**src/rtl/r2r_wave_mux.sv**
```systemverilog
// r2r_wave_mux: glitch-free source select, amplitude scale and R2R output register.
// Optional output slew limiting in RUN is enabled with `define R2R_SLEW_LIMIT_EN.
module r2r_wave_mux #(
  parameter int WIDTH       = 8,
  parameter int GAIN_W      = 8,
  parameter int DRAIN_STEP  = 4,
  parameter int ARM_TIMEOUT = 1023,
  parameter int SLEW_STEP   = 2
) (
  input  logic               clk,
  input  logic               reset,
  input  logic               enable,
  input  logic               step_tick,
  input  logic [4*WIDTH-1:0] wave_in,
  input  logic [1:0]         sel,
  input  logic [GAIN_W-1:0]  gain,
  output logic [WIDTH-1:0]   R2R_output,
  output logic [1:0]         active_sel,
  output logic               busy
);

  localparam int CW = $clog2(ARM_TIMEOUT + 1);
  localparam int PW = WIDTH + GAIN_W + 1;

  localparam logic [1:0] S_IDLE  = 2'd0;
  localparam logic [1:0] S_ARM   = 2'd1;
  localparam logic [1:0] S_RUN   = 2'd2;
  localparam logic [1:0] S_DRAIN = 2'd3;

  localparam logic [CW-1:0]    CNT_MAX = CW'(ARM_TIMEOUT);
  localparam logic [WIDTH-1:0] DSTEP   = WIDTH'(DRAIN_STEP);

  logic [1:0]       state, state_n;
  logic [1:0]       pend_sel, pend_n;
  logic [1:0]       act_n;
  logic [CW-1:0]    cnt, cnt_n;
  logic [WIDTH-1:0] out_n;
  logic             busy_n;

  logic [WIDTH-1:0] act_code;
  logic [WIDTH-1:0] pend_code;
  logic [GAIN_W:0]  gain_p1;
  logic [PW-1:0]    prod;
  logic [WIDTH-1:0] tgt;
  logic [WIDTH-1:0] run_val;
  logic [WIDTH-1:0] drain_val;

  // Scale the active source; gain+1 keeps all-ones gain at exact unity.
  always_comb begin
    act_code  = wave_in[active_sel*WIDTH +: WIDTH];
    pend_code = wave_in[pend_sel*WIDTH +: WIDTH];
    gain_p1   = {1'b0, gain} + {{GAIN_W{1'b0}}, 1'b1};
    prod      = PW'(act_code) * PW'(gain_p1);
    tgt       = prod[GAIN_W +: WIDTH];
  end

`ifdef R2R_SLEW_LIMIT_EN
  localparam logic [WIDTH-1:0] SSTEP = WIDTH'(SLEW_STEP);

  // Move toward the target by at most SSTEP per clock.
  always_comb begin
    run_val = R2R_output;
    if (tgt > R2R_output) begin
      if (tgt - R2R_output > SSTEP)
        run_val = R2R_output + SSTEP;
      else
        run_val = tgt;
    end else if (tgt < R2R_output) begin
      if (R2R_output - tgt > SSTEP)
        run_val = R2R_output - SSTEP;
      else
        run_val = tgt;
    end
  end
`else
  // Unslewed: the target goes straight to the ladder.
  always_comb begin
    run_val = tgt;
  end
`endif

  // Saturating drain decrement toward zero.
  always_comb begin
    if (R2R_output > DSTEP)
      drain_val = R2R_output - DSTEP;
    else
      drain_val = '0;
  end

  // Next-state and datapath decisions; enable low overrides everything.
  always_comb begin
    state_n = state;
    pend_n  = pend_sel;
    act_n   = active_sel;
    cnt_n   = cnt;
    out_n   = R2R_output;
    if (!enable) begin
      state_n = S_IDLE;
      out_n   = '0;
      cnt_n   = '0;
    end else begin
      unique case (state)
        S_IDLE: begin
          pend_n  = sel;
          out_n   = '0;
          state_n = S_ARM;
        end
        S_ARM: begin
          out_n = '0;
          if (sel != pend_sel) begin
            pend_n = sel;
            cnt_n  = '0;
          end else if (pend_code == '0 || cnt == CNT_MAX) begin
            act_n   = pend_sel;
            cnt_n   = '0;
            state_n = S_RUN;
          end else if (step_tick && cnt != CNT_MAX) begin
            cnt_n = cnt + 1'b1;
          end
        end
        S_RUN: begin
          if (sel != active_sel) begin
            pend_n  = sel;
            state_n = S_DRAIN;
          end else begin
            out_n = run_val;
          end
        end
        S_DRAIN: begin
          if (sel != pend_sel)
            pend_n = sel;
          if (R2R_output == '0)
            state_n = S_ARM;
          else if (step_tick)
            out_n = drain_val;
        end
        default: begin
          state_n = S_IDLE;
          out_n   = '0;
          cnt_n   = '0;
        end
      endcase
    end
    busy_n = (state_n == S_ARM) || (state_n == S_DRAIN);
  end

  // State, selection, counter and output registers.
  always_ff @(posedge clk or negedge reset) begin
    if (!reset) begin
      state      <= S_IDLE;
      pend_sel   <= 2'd0;
      active_sel <= 2'd0;
      cnt        <= '0;
      R2R_output <= '0;
      busy       <= 1'b0;
    end else begin
      state      <= state_n;
      pend_sel   <= pend_n;
      active_sel <= act_n;
      cnt        <= cnt_n;
      R2R_output <= out_n;
      busy       <= busy_n;
    end
  end

endmodule
```
**config.mk**
```make
export PLATFORM = sky130hd
export DESIGN_NAME = r2r_wave_mux
export DESIGN_NICKNAME = d
export VERILOG_FILES = /design/src/rtl/r2r_wave_mux.sv
export SDC_FILE = /design/constraint.sdc
export NUM_CORES = 1
export LEC_CHECK = 0
export CAP_MARGIN = 40
export CELL_PAD_IN_SITES_DETAIL_PLACEMENT = 1
export CELL_PAD_IN_SITES_GLOBAL_PLACEMENT = 2
export CORE_MARGIN = 3
export CORE_UTILIZATION = 25
export CTS_BUF_LIST = sky130_fd_sc_hd__clkbuf_8
export DETAILED_ROUTE_END_ITERATION = 10
export GPL_TIMING_DRIVEN = 0
export PLACE_DENSITY_LB_ADDON = 0.05
export SYNTH_ARGS = -nofsm -noshare
export SYNTH_HDL_FRONTEND = slang
export SYNTH_SLANG_ARGS = --single-unit
```
**constraint.sdc**
```tcl
create_clock -name clk -period 8.1 [get_ports clk]
set_input_delay 1.215 -clock clk [delete_from_list [all_inputs] [get_ports clk]]
set_output_delay 1.215 -clock clk [all_outputs]
set_load 0.005 [all_outputs]
```
==> impl_metrics.env <==
export IMPL_period_share=0.876
export IMPL_core_area_um2=15400
export IMPL_grt_pass1_wl_mm=20.9
export IMPL_die_w_um=133
export IMPL_routabilityCongestion=0.774
export IMPL_yosysWarningCount=0
export IMPL_grt_overflow=0
export IMPL_synthTopCellsByCount="nor2_1 (78), inv_1 (50), fa_1 (40)"
export IMPL_drc_errors=0
export IMPL_clk_pin_slew_ps=90
export IMPL_synthTopCellsByArea="fa_1 (20%), dfrtp_1 (15%), ha_1 (12%)"
export IMPL_num_vias=3510
export IMPL_synth_nets=592
export IMPL_vias_per_cell=4.72
export IMPL_synth_edf_count=0
export IMPL_clk_path_buf_depth=2
export IMPL_cp_start_kind="input port"
export IMPL_slowest_stage="xnor2_1"
export IMPL_htreeDepth=1
export IMPL_rr_worst_depth=19
export IMPL_die_h_um=133
export IMPL_crit_cells=20
export IMPL_regToRegSetupSlack_ps=1710
export IMPL_synth_avg_cell_area_um2=8.55
export IMPL_grt_setup_unrepaired="no"
export IMPL_r2r_start="active_sel[1]"
export IMPL_ys_seq_elements=24
export IMPL_layout_setup_ws_ps=1010
export IMPL_synth_area_um2=4010
export IMPL_antenna_found_initial=0
export IMPL_ant_nets=0
export IMPL_postCtsHoldBufs=0
export IMPL_hold_viol=0
export IMPL_regToRegEndpoint="R2R_output[3]"
export IMPL_grt_pass1_vias=4038
export IMPL_synth_top_area_frac=0.200
export IMPL_synth_most_common_cell="nor2_1"
export IMPL_fin_crit_ps=7090
export IMPL_drive_above_1_share=0.0750
export IMPL_worst_path_buf_inv=4
export IMPL_ys_seq_area_frac=0.150
export IMPL_fp_dieArea_um2=17600
export IMPL_hpwl_mm=10.5
export IMPL_cts_tree="yes"
export IMPL_dr_pass1_iters=4
export IMPL_synth_top_flop_cell="dfrtp_1"
export IMPL_grt_max_degree=16
export IMPL_path_delay_family="adder cells"
export IMPL_insertedDiodeCount=0
export IMPL_maxSlewViolCount=0
export IMPL_place_ws_ps=696
export IMPL_final_setup_tns_ps=0
export IMPL_worstPathMaxFanout=8
export IMPL_drv_cap=0
export IMPL_finalClockSkew_ps=4.55
export IMPL_fp_row_count=45
export IMPL_numPortBuffers=54
export IMPL_hold_class="reg2reg"
export IMPL_wl_per_cell_um=16.6
export IMPL_maxSlewHeadroom=0.472
export IMPL_area_growth_pct=22.7
export IMPL_crit_top_cell="fa_1"
export IMPL_postCtsSetupRepairBufs=0
export IMPL_grt_util_all_layers=0.145
export IMPL_endpoint_kind="flip-flop"
export IMPL_cts_sinks=24
export IMPL_cp_arrival_ps=7260
export IMPL_setup_viol=0
export IMPL_synthCells=469
export IMPL_start_util=0.260
export IMPL_status="complete, no violations"
export IMPL_synth_top_cell_by_area="fa_1"
export IMPL_worstSetupEndpoint="R2R_output[3]"
export IMPL_async_flop_share=1.00
export IMPL_cpPeakStageDelay_ps=600
export IMPL_clockRootBuffer="clkbuf_8"
export IMPL_critPathRequiredTime_ps=8270
export IMPL_fmax_mhz=141
export IMPL_cts_resized=0
export IMPL_fin_nets=657
export IMPL_cts_inserted_buffers=3
export IMPL_pin_count=57
export IMPL_clk_latency_ps=280
export IMPL_crit_type="in2reg"
export IMPL_wl_mm=12.3
export IMPL_drtIter0Drc=73
export IMPL_ys_types=57
export IMPL_worstMarginPinSlew_ps=790
export IMPL_crit_start="gain[1]"
export IMPL_path_cells="clkdlybuf4s50_1 > ha_1 > and2_1 > and2_1 > xnor2_1 > nor2_1 > fa_1 > fa_1 > fa_1 > inv_1 > fa_1 > inv_1 > ha_1 > a21o_1 > a21o_1 > a22o_1 > or3_1 > buf_2 > xor2_1 > a221o_1"
## how the worst min path moves through the flow
| stage | start | endpoint | slack (ps) | cells past startpoint |
|---|---|---|---|---|
| floorplan | cnt[0] | cnt[0] | 480 | 1 |
| global placement | cnt[0] | cnt[0] | 510 | 1 |
| detailed placement | cnt[0] | cnt[0] | 520 | 1 |
| CTS | cnt[0] | cnt[0] | 540 | 1 |
| global route | cnt[0] | cnt[0] | 560 | 1 |
| finish | cnt[0] | cnt[0] | 530 | 1 |
## registers in the layout, summed over array words and instances, names as in the netlist
register / flops
cnt: 10
R2R_output: 8
active_sel: 2
pend_sel: 2
state: 2
## metal layers
layer / track usage / vias up / wire length [um]
met5: 0 / - / 0
met4: 0.0260 / 0 / 101
met3: 0.0122 / 5 / 218
met2: 0.258 / 35 / 6190
met1: 0.194 / 1742 / 5840
li1: - / 1728 / -
## final cells by class
cell class / count / area (um^2)
Timing Repair Buffer: 60 / 593
Buffer: 11 / 57.6
Tap cell: 211 / 264
Multi-Input combinational cell: 384 / 3160
Sequential cell: 24 / 601
Clock buffer: 4 / 55.1
Fill cell: 1881 / 10500
Inverter: 50 / 188
## logic make-up after synthesis
family	share of synthesized area
XOR/XNOR	0.0502
flip-flops	0.150
adder cells (fa/ha/maj)	0.315
buffers and inverters	0.0612
AO/OA/AOI/OAI	0.107
multiplexers	0.0699
AND/OR/NAND/NOR	0.246
## layout by cell type, fill, tap and decap left out, types with 3 or more instances in the layout
cell type        Yosys  routed
inv_1               50      50
nor3_1              10      10
clkbuf_1             8       8
or2_2                7       7
nor2_1              78      78
o21a_1               3       3
mux2_2              10      10
nand3_1             13      13
or3_1                6       6
clkdlybuf4s50_1      0      54
buf_4                0       5
fa_1                40      40
nand4_1              8       8
and2_1               5       5
nand2_1             29      29
o21ai_1              6       6
ha_1                37      37
a31oi_1              3       3
mux2i_1             13      13
xor2_1               9       9
nor4b_1              4       4
nor2b_1              5       5
clkbuf_8             0       4
nor4_1               5       5
o21ai_0             11      11
nand2b_1             8       8
nor3b_1              5       5
and3_1               5       5
xnor2_1             14      14
a21o_1               8       8
a21oi_1              9       9
dfrtp_1             24      24
## per-stage QoR
step	cell area (um^2)	hold slack [ps]	cells	util
after floorplan	4010	478	469	-
after global placement	4810	515	734	0.312
after detailed placement	4870	522	740	0.315
after CTS	4920	536	744	0.319
after global routing	4920	563	744	0.319
final	4920	531	744	0.319
Power is left out: the tool's default activity adds up to more than one toggle a clock period on the data nets, which glitch-free logic cannot reach.
